===== src/rtl/mem_arb_pkg.sv =====
// Shared types and constants for the unified memory port arbiter.
package mem_arb_pkg;

    localparam int NUM_REQ   = 3;
    localparam int REQ_DATA  = 0;
    localparam int REQ_FETCH = 1;
    localparam int REQ_DEBUG = 2;

    typedef enum logic [2:0] {
        ST_IDLE,
        ST_ACCESS,
        ST_WAIT,
        ST_CAPTURE,
        ST_RESP
    } arb_state_t;

    // One-hot requester vector from a requester index.
    function automatic logic [NUM_REQ-1:0] req_onehot(input logic [1:0] idx);
        return NUM_REQ'(1) << idx;
    endfunction

endpackage


===== src/rtl/mem_arb_prio.sv =====
// Combinational requester picker: fixed priority data > fetch > debug,
// except that a starving debug requester wins outright.
module mem_arb_prio
    import mem_arb_pkg::*;
(
    input  logic [NUM_REQ-1:0] req_valid,
    input  logic               starve_hit,
    output logic [NUM_REQ-1:0] grant,
    output logic [1:0]         grant_idx
);

    // Pick at most one requester; nothing granted when none are valid.
    always_comb begin
        grant     = '0;
        grant_idx = 2'd0;
        if (starve_hit && req_valid[REQ_DEBUG]) begin
            grant_idx = 2'(REQ_DEBUG);
        end else if (req_valid[REQ_DATA]) begin
            grant_idx = 2'(REQ_DATA);
        end else if (req_valid[REQ_FETCH]) begin
            grant_idx = 2'(REQ_FETCH);
        end else if (req_valid[REQ_DEBUG]) begin
            grant_idx = 2'(REQ_DEBUG);
        end
        if (|req_valid) begin
            grant = req_onehot(grant_idx);
        end
    end

endmodule


===== src/rtl/mem_port_arbiter.sv =====
// Sequencer/arbiter for the single synchronous-read memory port shared by
// data load/store, instruction fetch and the debug loader.
//
// state   | meaning
// --------+------------------------------------------------------------
// IDLE    | no transaction; arbitrating every cycle
// ACCESS  | mem_en pulse with the registered request fields
// WAIT    | counting down the memory's extra latency
// CAPTURE | registering mem_rdata (zero for writes)
// RESP    | rsp_valid to owner; may grant the next access in parallel
module mem_port_arbiter
    import mem_arb_pkg::*;
#(
    parameter int ADDR_W       = 32,
    parameter int DATA_W       = 32,
    parameter int WAIT_STATES  = 0,
    parameter int STARVE_LIMIT = 8
) (
    input  logic                          clk,
    input  logic                          reset,
    input  logic [NUM_REQ-1:0]            req_valid,
    input  logic [NUM_REQ-1:0]            req_we,
    input  logic [NUM_REQ*ADDR_W-1:0]     req_addr,
    input  logic [NUM_REQ*DATA_W-1:0]     req_wdata,
    input  logic [NUM_REQ*(DATA_W/8)-1:0] req_wstrb,
    output logic [NUM_REQ-1:0]            req_ready,
    output logic [NUM_REQ-1:0]            rsp_valid,
    output logic [DATA_W-1:0]             rsp_rdata,
    output logic                          mem_en,
    output logic                          mem_we,
    output logic [ADDR_W-1:0]             mem_addr,
    output logic [DATA_W-1:0]             mem_wdata,
    output logic [DATA_W/8-1:0]           mem_wstrb,
    input  logic [DATA_W-1:0]             mem_rdata,
    output logic                          busy,
    output logic [1:0]                    owner
);

    localparam int         STRB_W     = DATA_W / 8;
    localparam logic [3:0] WAIT_LOAD  = 4'(WAIT_STATES);
    localparam logic [3:0] STARVE_LIM = 4'(STARVE_LIMIT);

    arb_state_t           state;
    arb_state_t           state_next;
    logic [3:0]           wait_cnt;
    logic [3:0]           starve_cnt;
    logic                 starve_hit;
    logic                 arb_window;
    logic                 grant_fire;
    logic [NUM_REQ-1:0]   pick;
    logic [1:0]           pick_idx;
    logic                 tx_we;

    assign starve_hit = (starve_cnt >= STARVE_LIM);
    assign arb_window = (state == ST_IDLE) || (state == ST_RESP);

    mem_arb_prio u_prio (
        .req_valid  (req_valid),
        .starve_hit (starve_hit),
        .grant      (pick),
        .grant_idx  (pick_idx)
    );

    // Accept pulse is only offered at arbitration points; held off while in reset.
    assign req_ready  = (arb_window && !reset) ? pick : '0;
    assign grant_fire = |req_ready;

    // State register.
    always_ff @(posedge clk or posedge reset) begin
        if (reset) begin
            state <= ST_IDLE;
        end else begin
            state <= state_next;
        end
    end

    // Next-state logic for the fixed access sequence.
    always_comb begin
        state_next = state;
        case (state)
            ST_IDLE: begin
                if (grant_fire) begin
                    state_next = ST_ACCESS;
                end
            end
            ST_ACCESS: begin
                state_next = (WAIT_STATES > 0) ? ST_WAIT : ST_CAPTURE;
            end
            ST_WAIT: begin
                if (wait_cnt <= 4'd1) begin
                    state_next = ST_CAPTURE;
                end
            end
            ST_CAPTURE: begin
                state_next = ST_RESP;
            end
            ST_RESP: begin
                state_next = grant_fire ? ST_ACCESS : ST_IDLE;
            end
            default: begin
                state_next = ST_IDLE;
            end
        endcase
    end

    // Wait-state down-counter, loaded on the way out of ACCESS.
    always_ff @(posedge clk or posedge reset) begin
        if (reset) begin
            wait_cnt <= 4'd0;
        end else if (state == ST_ACCESS) begin
            wait_cnt <= WAIT_LOAD;
        end else if (state == ST_WAIT) begin
            wait_cnt <= wait_cnt - 4'd1;
        end
    end

    // Debug starvation counter: counts grants that bypass a waiting debug request.
    always_ff @(posedge clk or posedge reset) begin
        if (reset) begin
            starve_cnt <= 4'd0;
        end else if (!req_valid[REQ_DEBUG]) begin
            starve_cnt <= 4'd0;
        end else if (grant_fire) begin
            if (pick_idx == 2'(REQ_DEBUG)) begin
                starve_cnt <= 4'd0;
            end else if (starve_cnt != 4'hF) begin
                starve_cnt <= starve_cnt + 4'd1;
            end
        end
    end

    // Request fields, owner and memory strobes registered on the grant edge.
    always_ff @(posedge clk or posedge reset) begin
        if (reset) begin
            mem_en    <= 1'b0;
            mem_we    <= 1'b0;
            mem_addr  <= '0;
            mem_wdata <= '0;
            mem_wstrb <= '0;
            tx_we     <= 1'b0;
            owner     <= 2'd0;
            busy      <= 1'b0;
        end else begin
            mem_en <= grant_fire;
            mem_we <= grant_fire && req_we[pick_idx];
            busy   <= (state_next != ST_IDLE);
            if (grant_fire) begin
                mem_addr  <= req_addr[pick_idx*ADDR_W +: ADDR_W];
                mem_wdata <= req_wdata[pick_idx*DATA_W +: DATA_W];
                mem_wstrb <= req_wstrb[pick_idx*STRB_W +: STRB_W];
                tx_we     <= req_we[pick_idx];
                owner     <= pick_idx;
            end else if (state_next == ST_IDLE) begin
                owner <= 2'd0;
            end
        end
    end

    // Capture read data (writes return zero) and pulse the owner's response.
    always_ff @(posedge clk or posedge reset) begin
        if (reset) begin
            rsp_valid <= '0;
            rsp_rdata <= '0;
        end else begin
            rsp_valid <= (state == ST_CAPTURE) ? req_onehot(owner) : '0;
            if (state == ST_CAPTURE) begin
                rsp_rdata <= tx_we ? '0 : mem_rdata;
            end
        end
    end

endmodule


===== config.mk =====
export PLATFORM = sky130hd
export DESIGN_NAME = mem_port_arbiter
export DESIGN_NICKNAME = d
export VERILOG_FILES = /design/src/rtl/mem_arb_pkg.sv /design/src/rtl/mem_arb_prio.sv /design/src/rtl/mem_port_arbiter.sv
export SDC_FILE = /design/constraint.sdc
export NUM_CORES = 1
export LEC_CHECK = 0
export BUFFER_PORTS_ARGS = -buffer_cell sky130_fd_sc_hd__buf_2
export CORE_AREA = 2 2 140 142
export DETAILED_ROUTE_END_ITERATION = 7
export DIE_AREA = 0 0 142 144
export PLACE_DENSITY = 0.67
export RECOVER_POWER = 100
export SYNTH_ARGS = -nofsm -noshare
export SYNTH_HDL_FRONTEND = slang
export SYNTH_SLANG_ARGS = --single-unit

===== constraint.sdc =====
create_clock -name clk -period 6.2 [get_ports clk]
set_input_delay 0.31 -clock clk [delete_from_list [all_inputs] [get_ports clk]]
set_output_delay 0.31 -clock clk [all_outputs]
set_load 0.02 [all_outputs]

Word level (Yosys, flattened, before mapping)
Index checks and enable logic that the tools add are counted.
{"block": "totals", "output_inout_bits": 111, "word_cells": 66, "inputBits": 244, "register_bits": 120}
{"block": "classes", "n_reduce_logical": 13, "n_lt_le_gt_ge": 3, "mux": 22, "shifts": 5, "add_sub_neg": 2, "n_eq_ne": 8}
{"cell": "$shiftx A96 B8 Y32", "n": 2}
{"cell": "$mux W32", "n": 1}
{"cell": "$mux W4", "n": 6}
{"cell": "$mux W3", "n": 5}
{"cell": "$pmux W3 S5", "n": 1}
{"cell": "$mux W2", "n": 6}
{"cell": "$shiftx A12 B5 Y4", "n": 1}
{"cell": "$eq A3 B2 Y1 const B", "n": 2}
{"cell": "$logic_not A3 Y1", "n": 2}
{"cell": "$reduce_or A3 Y1", "n": 2}
{"cell": "$shl A1 B2 Y3 const A", "n": 2}
{"cell": "$add A4 B1 Y4 const B", "n": 1}
{"cell": "$ge A4 B4 Y1 const B", "n": 1}
{"cell": "$le A4 B1 Y1 const B", "n": 1}
{"cell": "$ne A4 B4 Y1 const B", "n": 1}
{"cell": "$reduce_bool A2 Y1", "n": 2}
{"cell": "$sub A4 B1 Y4 const B", "n": 1}
{"cell": "$eq A3 B1 Y1 const B", "n": 1}
{"cell": "$eq A3 B3 Y1 const B", "n": 1}
{"cell": "$logic_and A1 B1 Y1", "n": 3}
{"cell": "$lt A2 B3 Y1 const B", "n": 1}
{"cell": "$ne A3 B1 Y1 const B", "n": 1}
{"cell": "$reduce_bool A3 Y1", "n": 1}
{"cell": "$bmux W1 S2", "n": 1}
{"cell": "other kinds (6)", "n": 7}

Depth between registers and ports, before layout
Gate-level depths: netlist of the first run.
{"block": "logic_depth", "word_depth": 13, "depth_mapped": 6, "mapped_depth_nobuf": 5}

By module
A second synthesis of the first run with hierarchy kept.
{"block": "hier_totals", "hier_cells": 551, "area_unflattened_um2": 6274.8}
{"mod": "mem_port_arbiter", "n_inst": 1, "seq_area_each_um2": 3002.9, "area_per_inst_um2": 6229.7, "cells_each": 544}
{"mod": "mem_arb_prio", "n_inst": 1, "seq_area_each_um2": 0.0, "area_per_inst_um2": 45.0, "cells_each": 7}

Worst setup path before layout of the first run
Ideal clock, no wire load.
{"block": "synth_timing", "path_type": "reg2out", "from": "reg state[0]", "to": "out req_ready[1]", "n_path_buf": 1, "arrival_time_ns": 1.519, "stages_incl_launch_ff": 4, "path_slack_ns": 4.371, "required_time_ns": 5.890, "path_cell_list": "dfrtp_1 > or3_4 > buf_2 > nor3b_1"}
{"block": "synth_via", "elab_chain_cells": 4, "word_cells_on_any_way": 5, "cone_classes": "eq/ne (1); mux (1); reduce/logical (3)"}
{"element": "from (decl)", "line_no": "mem_port_arbiter.sv:43", "text": "arb_state_t state;"}
{"element": "from (signal assigned)", "line_no": "mem_port_arbiter.sv:73", "text": "state <= state_next;"}
{"element": "$eq A3 B3 Y1 or $logic_not A3 Y1 (tied branches)", "line_no": "mem_port_arbiter.sv:55", "text": "assign arb_window = (state == ST_IDLE) || (state == ST_RESP);"}
{"element": "$logic_or A1 B1 Y1 *", "line_no": "mem_port_arbiter.sv:55"}
{"element": "$logic_and A1 B1 Y1 *", "line_no": "mem_port_arbiter.sv:65", "text": "assign req_ready = (arb_window && !reset) ? pick : '0;"}
{"element": "$mux W3 *", "line_no": "mem_port_arbiter.sv:65"}
{"element": "to (decl)", "line_no": "mem_port_arbiter.sv:26", "text": "output logic [NUM_REQ-1:0] req_ready,"}
Every way passes the cells marked *; elsewhere a longest branch is shown, timed or not.

Worst setup path after layout of the first run
{"block": "layout_timing", "from": "in req_valid[1]", "to": "out req_ready[2]"}
{"block": "layout_via", "elab_chain_cells": 6, "word_cells_on_any_way": 7, "cone_classes": "shift (1); mux (5); reduce/logical (1)"}
{"element": "from (decl)", "line_no": "mem_port_arbiter.sv:21", "text": "input logic [NUM_REQ-1:0] req_valid,"}
{"element": "$mux W2", "line_no": "mem_arb_prio.sv:20", "text": "end else if (req_valid[REQ_FETCH]) begin"}
{"element": "$mux W2", "line_no": "mem_arb_prio.sv:18", "text": "end else if (req_valid[REQ_DATA]) begin"}
{"element": "$mux W2", "line_no": "mem_arb_prio.sv:16", "text": "if (starve_hit && req_valid[REQ_DEBUG]) begin"}
{"element": "$shl A1 B2 Y3", "line_no": "mem_arb_pkg.sv:19", "text": "return NUM_REQ'(1) << idx;"}
{"element": "$mux W3 *", "line_no": "mem_arb_prio.sv:25", "text": "if (|req_valid) begin"}
{"element": "$mux W3 *", "line_no": "mem_port_arbiter.sv:65"}
Marks and branches as above.

==> out/results.ini, run 1 <==
[hold_path]
hold_path_end = rsp_rdata[9]
hp-class = input pin to register
hold_start = mem_rdata[9]
hold_depth = 3

[sta]
slew_violations = 346
rsz0062_at_grt = no
slew_headroom = -0.878
fin_crit_sh = 0.650
final-setup-viol-count = 0
hold_viol_final = 0
tns_ns = 0
tightest_slew_ns = 2.81
fmax_mhz = 248
skew_ns = 0.00927
min_period_ns = 4.03

[clock_tree]
post_cts_buffers = 0
post_cts_resized = 0
numCtsBuffers = 17
clk_pin_slew_ns = 0.05
root_buffer = clkbuf_16
cts_hold_buf = 0
insertion_delay_ns = 0.41
clockBufferDepth = 2
cts_tree = done
clock_sinks = 120
h-tree-depth = 4

[floorplanning]
die_area_um2 = 20400
die_h_um = 144
rows = 51
ios = 355
initial_core_util = 0.362
core-area_um2 = 19100
die_w_um = 142

[global_route]
grt_pass1_wl_um = 35800
first_global_vias = 6694
grt_max_degree = 88
antenna_found_initial = 4
grt_overflow = 0
grt_use_total = 0.224

[cells_and_area]
final_common_cell = buf_2
drive_gt1_frac = 0.272
mostFrequentLayoutCells = 241 x buf_2, 120 x dfrtp_1, 119 x clkbuf_1
final_nets = 1268
syn_to_final_growth_pct = 31.6
fin_cells = 1274

[route]
routed_wl_um = 23400
post-route-drc-count = 0
drt-initial-drc-count = 394
num_vias = 7064
wire_per_inst_um = 18.3
ant_nets = 0
dr.pass1.iters = 5
routed_via_density = 5.54

[synth]
synth_flop_cell = dfrtp_1
synth-seq-cells = 120
syn_nets = 977
synth_enable_flop_cells = 0
yosysWarnings = 0
syn_area_per_cell_um2 = 9.48
postSynth.asyncResetShare = 1.00
ys_seq_area_frac = 0.435
syn_area_um2 = 6910
syn-instance-count = 729
netlist-cell-type-count = 34

[flow_run]
cap_viol_max_count = 6

[critical_path]
cp-startpoint = req_valid[1]
crit_fanout = 74
critPathArrivalTime_ns = 3.72
r2r_cells = 4
path_class = input pin to output pin
r2r_slack_ns = 2.67
start_kind = input pin
rr_endpoint = starve_cnt[2]
crit_required_ns = 5.89
worstPathCellList = buf_2 > buf_4 > o21bai_1 > nand2_1 > nor2_1 > clkbuf_1
reg2reg_from = state[0]
slowest_delay_ns = 2.17
critPathSlowestCell = o21bai_1
critPathCaptureType = output pin

[place]
dp_cells = 1239
dp_hpwl_um = 16100
port-buffer-count = 354
gp_congestion = 0.874

[power_and_ir_drop]
peakVddDrop_uv = 196
p_leak_uw = 0.00417
p_per_area_nw_per_um2 = 413

[outcome]
failed_checks = max-capacitance violations, max-slew violations
outcome = complete, but fails checks

==> critical path: cells and delay by family <==
kind	cells	cell delay, ns
AND/OR/NAND/NOR	2	0.50
buffers and inverters	3	0.68
AO/OA/AOI/OAI	1	2.17
==> cell type report <==
cell class,instances,area (µm²)
timing repair buffer,364,1700
inverter,11,42.5
antenna,3,7.51
sequential,120,3000
clock buffer,23,458
fill,1915,9990
tap,238,298
clock inverter,9,76.3
multi-input combinational,506,3500
==> how the worst max path moves through the flow <==
stage | to | slack [ns]
after floorplan | busy | 2.70
after global placement | starve_cnt[2] | 3.54
after detailed placement | mem_addr[24] | 3.51
after CTS | req_ready[1] | 3.43
after global routing | req_ready[2] | 1.76
final | req_ready[2] | 2.17
==> power breakdown <==
group          switching [µW]  internal (µW)
combinational            1010            491
clock                     347            557
sequential                231           1120
total                    1590           2170
==> cells by family after synthesis <==
family	Yosys count	synth area share
buffers and inverters	103	0.0580
flip-flops	120	0.435
AND/OR/NAND/NOR	236	0.238
adder cells (fa/ha/maj)	4	0.00725
AO/OA/AOI/OAI	266	0.262
==> registers in the layout, summed over array words and instances (netlist names) <==
signal,cells
mem_en,1
mem_wstrb,4
tx_we,1
wait_cnt,4
mem_we,1
rsp_rdata,32
mem_wdata,32
starve_cnt,4
mem_addr,32
owner,2
state,3
rsp_valid,3
busy,1
==> metrics by stage <==
stage / instance area [µm²] / power, µW / util / hold slack [ns] / worst slack (ns)
floorplan: 6910 / 2350 / - / 0.458 / 2.70
global placement: 8720 / 2930 / 0.457 / 0.459 / 3.54
finish: 9090 / 3760 / 0.476 / 0.152 / 2.17
global route: 9090 / 4030 / 0.476 / 0.153 / 1.76
CTS: 9260 / 3880 / 0.485 / 0.0571 / 3.43
detailed placement: 8720 / 2960 / 0.457 / 0.467 / 3.51
==> per-layer routing <==
layer | vias to the layer above | global-route usage | share of wire
met5 | - | 0 | 0.00056
met4 | 2 | 0.0953 | 0.031
met3 | 51 | 0.0613 | 0.074
met2 | 330 | 0.361 | 0.48
met1 | 3326 | 0.285 | 0.41
li1 | 3355 | - | -
==> cells in the mapped netlist (2+ instances only) <==
cell type	instances	area, µm²
dfrtp_1	120	3000
o21ai_0	109	546
clkbuf_1	77	289
nor3b_1	71	533
a221oi_1	69	604
and3b_1	69	604
o31ai_1	69	518
nand2_1	39	146
nand2b_1	36	225
buf_2	11	55.1
inv_1	11	41.3
nor3_1	7	35.0
a21oi_1	5	25.0
buf_1	4	15.0
ha_1	4	50.1
o21bai_1	3	22.5
a21boi_0	2	15.0
nand3b_1	2	15.0
nand4_1	2	12.5
nor2_1	2	7.51
nor3_2	2	20.0
o22ai_1	2	12.5
o41a_1	2	22.5
Power figures use the tool's default switching activity.
==> inputs of run 2 (changes only) <==
--- a/config.mk
+++ b/config.mk
@@ -9,7 +9,7 @@
 export CORE_AREA = 2 2 140 142
 export DETAILED_ROUTE_END_ITERATION = 7
 export DIE_AREA = 0 0 142 144
-export PLACE_DENSITY = 0.67
+export PLACE_DENSITY = 0.69
 export RECOVER_POWER = 100
 export SYNTH_ARGS = -nofsm -noshare
 export SYNTH_HDL_FRONTEND = slang
==> constraint.sdc (replaced) <==
create_clock -name clk -period 3.6 [get_ports clk]
set_input_delay 0.18 -clock clk [delete_from_list [all_inputs] [get_ports clk]]
set_output_delay 0.18 -clock clk [all_outputs]
set_load 0.02 [all_outputs]
==> run 2 against run 1 <==
The flow now finishes without violations. Wire length is 1.4% higher. Setup slack lost 1.3 ns. Core utilization increased by 0.64 points. Cell count unchanged. Total power rose by 75%. Die area stayed put. Worst hold slack worse by 0.13 ns. Register-to-register slack worse by 1.8 ns. Sequential cell count stayed put. First-iteration DRC count shrank 1.0%. Largest cell class unchanged.
==> out/results.ini, run 2 (same netlist as run 1, synthesis figures left out) <==
[critical_path]
slowest_delay_ns = 0.85  ; was 2.17 ns
rr_endpoint = mem_wdata[10]  ; was starve_cnt[2]
worstPathCellList = nor3_1 > nand2_1 > buf_12 > o31ai_1  ; was buf_2 > buf_4 > o21bai_1 > nand2_1 > nor2_1 > clkbuf_1
r2r_cells = 4  ; unchanged
path_buf_inv = 1  ; was 3
path_class = register to register  ; was input pin to output pin
critPathSlowestCell = nand2_1  ; was o21bai_1
crit_required_ns = 3.90  ; was 5.89 ns
critPathCaptureType = register  ; was output pin
start_kind = register  ; was input pin
crit_fanout = 43  ; was 74
critPathArrivalTime_ns = 3.06  ; was 3.72 ns
r2r_slack_ns = 0.84  ; was 2.67 ns
reg2reg_from = state[0]  ; unchanged
critPathTopFamily = simple AND/OR/NAND/NOR gates  ; was compound AO/OA/AOI/OAI gates

[global_route]
grt_use_total = 0.223  ; was 0.224
grt_max_degree = 107  ; was 88
first_global_vias = 6564  ; was 6694
grt_overflow = 0  ; unchanged
antenna_found_initial = 2  ; was 4
grt_pass1_wl_um = 35700  ; was 35800 µm

[floorplanning]
initial_core_util = 0.362  ; unchanged
ios = 355  ; unchanged
die_h_um = 144  ; unchanged
die_w_um = 142  ; unchanged
core-area_um2 = 19100  ; unchanged
rows = 51  ; unchanged
die_area_um2 = 20400  ; unchanged

[clock_tree]
post_cts_resized = 0  ; unchanged
insertion_delay_ns = 0.41  ; about the same
clockBufferDepth = 2  ; unchanged
numCtsBuffers = 17  ; unchanged
clock_sinks = 120  ; unchanged
clk_pin_slew_ns = 0.05  ; about the same
cts_tree = done  ; unchanged
h-tree-depth = 4  ; unchanged
cts_hold_buf = 0  ; unchanged
root_buffer = clkbuf_16  ; unchanged
post_cts_buffers = 0  ; unchanged

[sta]
min_period_ns = 2.76
slew_violations = 0  ; was 346
fmax_mhz = 363
rsz0062_at_grt = no  ; unchanged
fin_crit_sh = 0.766
hold_viol_final = 0  ; unchanged
skew_ns = 0.0108  ; was 0.00927 ns
slew_headroom = 0.182  ; was -0.878
tightest_slew_ns = 1.22  ; was 2.81 ns
final-setup-viol-count = 0  ; unchanged
tns_ns = 0  ; unchanged
setup_ws_ns = 0.843  ; was 2.17 ns

[place]
dp_cells = 1243  ; was 1239
pre_cts_slack_ns = 1.33  ; was 3.51 ns
dp_hpwl_um = 16300  ; was 16100 µm
place_area_um2 = 8790  ; was 8720 µm²
gp_congestion = 0.849  ; was 0.874
port-buffer-count = 354  ; unchanged

[route]
post-route-drc-count = 0  ; unchanged
routed_via_density = 5.51  ; was 5.54
dr.pass1.iters = 5  ; unchanged
routed_wl_um = 23700  ; was 23400 µm
wire_per_inst_um = 18.6  ; was 18.3 µm
ant_nets = 0  ; unchanged
drt-initial-drc-count = 390  ; was 394
num_vias = 7019  ; was 7064

[power_and_ir_drop]
p_leak_uw = 0.00423  ; was 0.00417 µW
p_per_area_nw_per_um2 = 715  ; was 413 nW/µm²
peakVddDrop_uv = 312  ; was 196 µV

[hold_path]
hp-class = input pin to register  ; unchanged
hold_start = mem_rdata[0]  ; was mem_rdata[9]
hold_path_end = rsp_rdata[0]  ; was rsp_rdata[9]
hold_depth = 3  ; unchanged

[flow_run]
cap_viol_max_count = 0  ; was 6

[cells_and_area]
final_common_cell = buf_2  ; unchanged
drive_gt1_frac = 0.279  ; was 0.272
final_nets = 1272  ; was 1268
mostFrequentLayoutCells = 241 x buf_2, 120 x dfrtp_1, 115 x clkbuf_1  ; was 241 x buf_2, 120 x dfrtp_1, 119 x clkbuf_1
syn_to_final_growth_pct = 33.3  ; was 31.6%
final_cell_area_um2 = 9210  ; was 9090 µm²
reg_top3 = mem_addr: 32 flops, mem_wdata: 32 flops, rsp_rdata: 32 flops  ; unchanged
fin_cells = 1274  ; unchanged
fill_cells = 1856  ; was 1915

[outcome]
outcome = finished, final reports clean  ; was complete, but fails checks

## run 2: changes by cell type in the layout (fill, tap and decap cells not counted), moves of 2 or more
cell,change
diode_2,-2
clkinv_2,-3
buf_4,+3
clkbuf_1,-4
buf_12,+3
## run 2: worst max-delay path by stage
stage	from	endpoint	slack, ns	depth (start not counted)
floorplan	reset	busy	0.23	1
global placement	req_valid[0]	mem_wstrb[3]	1.44	6
detailed placement	req_valid[0]	mem_wdata[20]	1.33	6
CTS	state[0]	req_ready[1]	1.12	3
global route	state[0]	mem_wdata[10]	0.60	4
finish	state[0]	mem_wdata[10]	0.84	4
## run 2: report_power, final
group	internal (µW)	switching (µW)
Clock	1040	604
Combinational	862	1740
Sequential	1930	400
## run 2: routing by layer
metal | GRT usage | up-vias | wire length [µm]
li1 | - | 3357 | -
met1 | 0.294 | 3317 | 10100
met2 | 0.364 | 314 | 11500
met3 | 0.0500 | 31 | 1660
met4 | 0.0737 | 0 | 418
met5 | 0 | - | 0
## run 2: area by class of cell
class | count | area, µm² | share of cell area
diodes | 1 | 2.50 | 0.000272
inverters | 11 | 43.8 | 0.00475
well taps | 238 | 298 | 0.0323
clock buffers | 22 | 464 | 0.0504
multi-input cells | 506 | 3530 | 0.383
repair buffers | 368 | 1770 | 0.193
flip-flops and latches | 120 | 3000 | 0.326
clock inverters | 8 | 98.8 | 0.0107
## run 2: per-stage QoR
step	hold slack (ns)	utilization	power, µW
after CTS	0.00335	0.490	6770
after floorplan	0.328	-	4040
after global routing	0.0311	0.483	7020
final	0.0243	0.483	6580
after detailed placement	0.444	0.461	5110
after global placement	0.439	0.461	5070
## run 2: worst reg2reg max path, cell delays in order (launching register included)
cell and delay, ns:
dfrtp_1 0.51, nor3_1 0.48, nand2_1 0.85, buf_12 0.48, o31ai_1 0.34
==> inputs of run 3 (changes only) <==
==> constraint.sdc (replaced) <==
create_clock -name clk -period 2.45 [get_ports clk]
set_input_delay 0.1225 -clock clk [delete_from_list [all_inputs] [get_ports clk]]
set_output_delay 0.1225 -clock clk [all_outputs]
set_load 0.02 [all_outputs]
==> run 3 against run 2 <==
Sequential cell count unchanged. Highest routed layer is now met5. Core utilization up 1.9 points. Sequential power up 45%. First-iteration DRC count down 16%. Cell count up 3.0%. Sequential share of layout area down 1.3 points. Critical path type is now register to output pin.
==> out/results.ini, run 3 (same netlist as run 1, synthesis figures left out) <==
[critical_path]
path_class = register to output pin  ; was register to register
path_buf_inv = 2  ; was 1
critPathTopFamily = simple AND/OR/NAND/NOR gates  ; unchanged
critPathArrivalTime_ns = 2.19  ; was 3.06 ns
slowest_delay_ns = 0.60  ; was 0.85 ns
crit_required_ns = 2.33  ; was 3.90 ns
r2r_slack_ns = 0.38  ; was 0.84 ns
worstPathCellList = or3_4 > buf_4 > nor2_1 > clkbuf_2  ; was nor3_1 > nand2_1 > buf_12 > o31ai_1
critPathSlowestCell = or3_4  ; was nand2_1
critPathCaptureType = output pin  ; was register
rr_endpoint = mem_wstrb[0]  ; was mem_wdata[10]
r2r_cells = 4  ; unchanged
crit_fanout = 40  ; was 43
start_kind = register  ; unchanged
reg2reg_from = state[0]  ; unchanged

[floorplanning]
die_area_um2 = 20400  ; unchanged
die_w_um = 142  ; unchanged
core-area_um2 = 19100  ; unchanged
initial_core_util = 0.362  ; unchanged
die_h_um = 144  ; unchanged
rows = 51  ; unchanged
ios = 355  ; unchanged

[power_and_ir_drop]
p_leak_uw = 0.00440  ; was 0.00423 µW
seqPwrFrac = 0.344  ; was 0.354
internal-power_uw = 5800  ; was 3840 µW
peakVddDrop_uv = 484  ; was 312 µV
p_sw_uw = 4080  ; was 2750 µW
p_per_area_nw_per_um2 = 1030  ; was 715 nW/µm²
p_sw_frac = 0.413  ; was 0.417
combPwrFrac = 0.395  ; was 0.396
clockPowerShare = 0.261  ; was 0.250

[cells_and_area]
reg_top3 = mem_addr: 32 flops, mem_wdata: 32 flops, rsp_rdata: 32 flops  ; unchanged
final_nets = 1308  ; was 1272
mostFrequentLayoutCells = 241 x buf_2, 120 x dfrtp_1, 114 x clkbuf_1  ; was 241 x buf_2, 120 x dfrtp_1, 115 x clkbuf_1
final_common_cell = buf_2  ; unchanged
drive_gt1_frac = 0.280  ; was 0.279
syn_to_final_growth_pct = 38.7  ; was 33.3%
fin_cells = 1312  ; was 1274

[sta]
skew_ns = 0.00864  ; was 0.0108 ns
slew_violations = 0  ; unchanged
hold_ws_ns = 0.00818  ; was 0.0243 ns
fmax_mhz = 432
hold_viol_final = 0  ; unchanged
slew_headroom = 0.247  ; was 0.182
final-setup-viol-count = 0  ; unchanged
min_period_ns = 2.31
setup_ws_ns = 0.135  ; was 0.843 ns
fin_crit_sh = 0.945
rsz0062_at_grt = no  ; unchanged
tns_ns = 0  ; unchanged
tightest_slew_ns = 1.12  ; was 1.22 ns

[place]
pre_cts_slack_ns = 0.537  ; was 1.33 ns
gp_congestion = 0.841  ; was 0.849
dp_hpwl_um = 16400  ; was 16300 µm
dp_cells = 1250  ; was 1243
port-buffer-count = 354  ; unchanged

[hold_path]
hold_start = mem_rdata[20]  ; was mem_rdata[0]
hold_depth = 3  ; unchanged
hp-class = input pin to register  ; unchanged
hold_path_end = rsp_rdata[20]  ; was rsp_rdata[0]

[clock_tree]
clk_pin_slew_ns = 0.06  ; was 0.05 ns
clock_sinks = 120  ; unchanged
cts_tree = done  ; unchanged
post_cts_buffers = 0  ; unchanged
post_cts_resized = 0  ; unchanged
insertion_delay_ns = 0.41  ; about the same
clockBufferDepth = 2  ; unchanged
h-tree-depth = 4  ; unchanged
root_buffer = clkbuf_16  ; unchanged
numCtsBuffers = 17  ; unchanged
cts_hold_buf = 29  ; was 0

[route]
ant_nets = 0  ; unchanged
routed_via_density = 5.45  ; was 5.51
num_vias = 7144  ; was 7019
wire_per_inst_um = 18.3  ; was 18.6 µm
dr.pass1.iters = 5  ; unchanged
post-route-drc-count = 0  ; unchanged
routed_wl_um = 24000  ; was 23700 µm
drt-initial-drc-count = 326  ; was 390

[global_route]
grt_max_degree = 72  ; was 107
antenna_found_initial = 2  ; unchanged
grt_pass1_wl_um = 36300  ; was 35700 µm
first_global_vias = 6970  ; was 6564
grt_overflow = 0  ; unchanged
grt_use_total = 0.227  ; was 0.223

[outcome]
outcome = finished, final reports clean  ; unchanged

[flow_run]
cap_viol_max_count = 0  ; unchanged

## run 3: worst reg2reg max path, stage by stage, from the launching register on
cell,delay (ns)
dfrtp_1,0.50
nor3_1,0.50
nand2_2,0.33
buf_4,0.31
o31ai_1,0.30
## run 3: power by group through the flow
stage               sequential, µW  clock, µW  combinational (µW)
finish                        3390       2580                3910
global route                  3500       2720                4300
CTS                           3370       2620                4170
detailed placement            3380          0                4140
global placement              3360          0                4070
floorplan                     4230          0                1710
## run 3: through the flow
stage / util / cell area (µm²) / power, µW
6_report: 0.502 / 9580 / 9880
5_1_grt: 0.502 / 9580 / 10500
4_1_cts: 0.512 / 9760 / 10200
3_5_place_dp: 0.465 / 8870 / 7520
3_3_place_gp: 0.465 / 8870 / 7430
2_1_floorplan: - / 6910 / 5940
## run 3: final cells by class
class,count,area [µm²]
Inverter,11,42.5
Clock inverter,11,146
Antenna cell,1,2.50
Clock buffer,21,460
Tap cell,238,298
Sequential cell,120,3000
Fill cell,1845,9500
Timing Repair Buffer,404,2100
Multi-Input combinational cell,506,3520
## run 3: layer usage
layer	wire length, µm	share of wire	GRT usage
met3	1460	0.061	0.0517
met2	12000	0.50	0.398
met4	389	0.016	0.0726
met1	10200	0.42	0.278
met5	23	0.00096	0
## run 3: worst max-delay path by stage
stage	cells after the start	slack (ns)	to	start
after floorplan	4	0.66	owner[0]	state[0]
after global placement	4	0.55	req_ready[2]	state[0]
after detailed placement	3	0.54	starve_cnt[3]	state[0]
after CTS	4	0.13	req_ready[2]	state[0]
after global routing	4	0.02	req_ready[2]	state[0]
final	4	0.14	req_ready[2]	state[0]
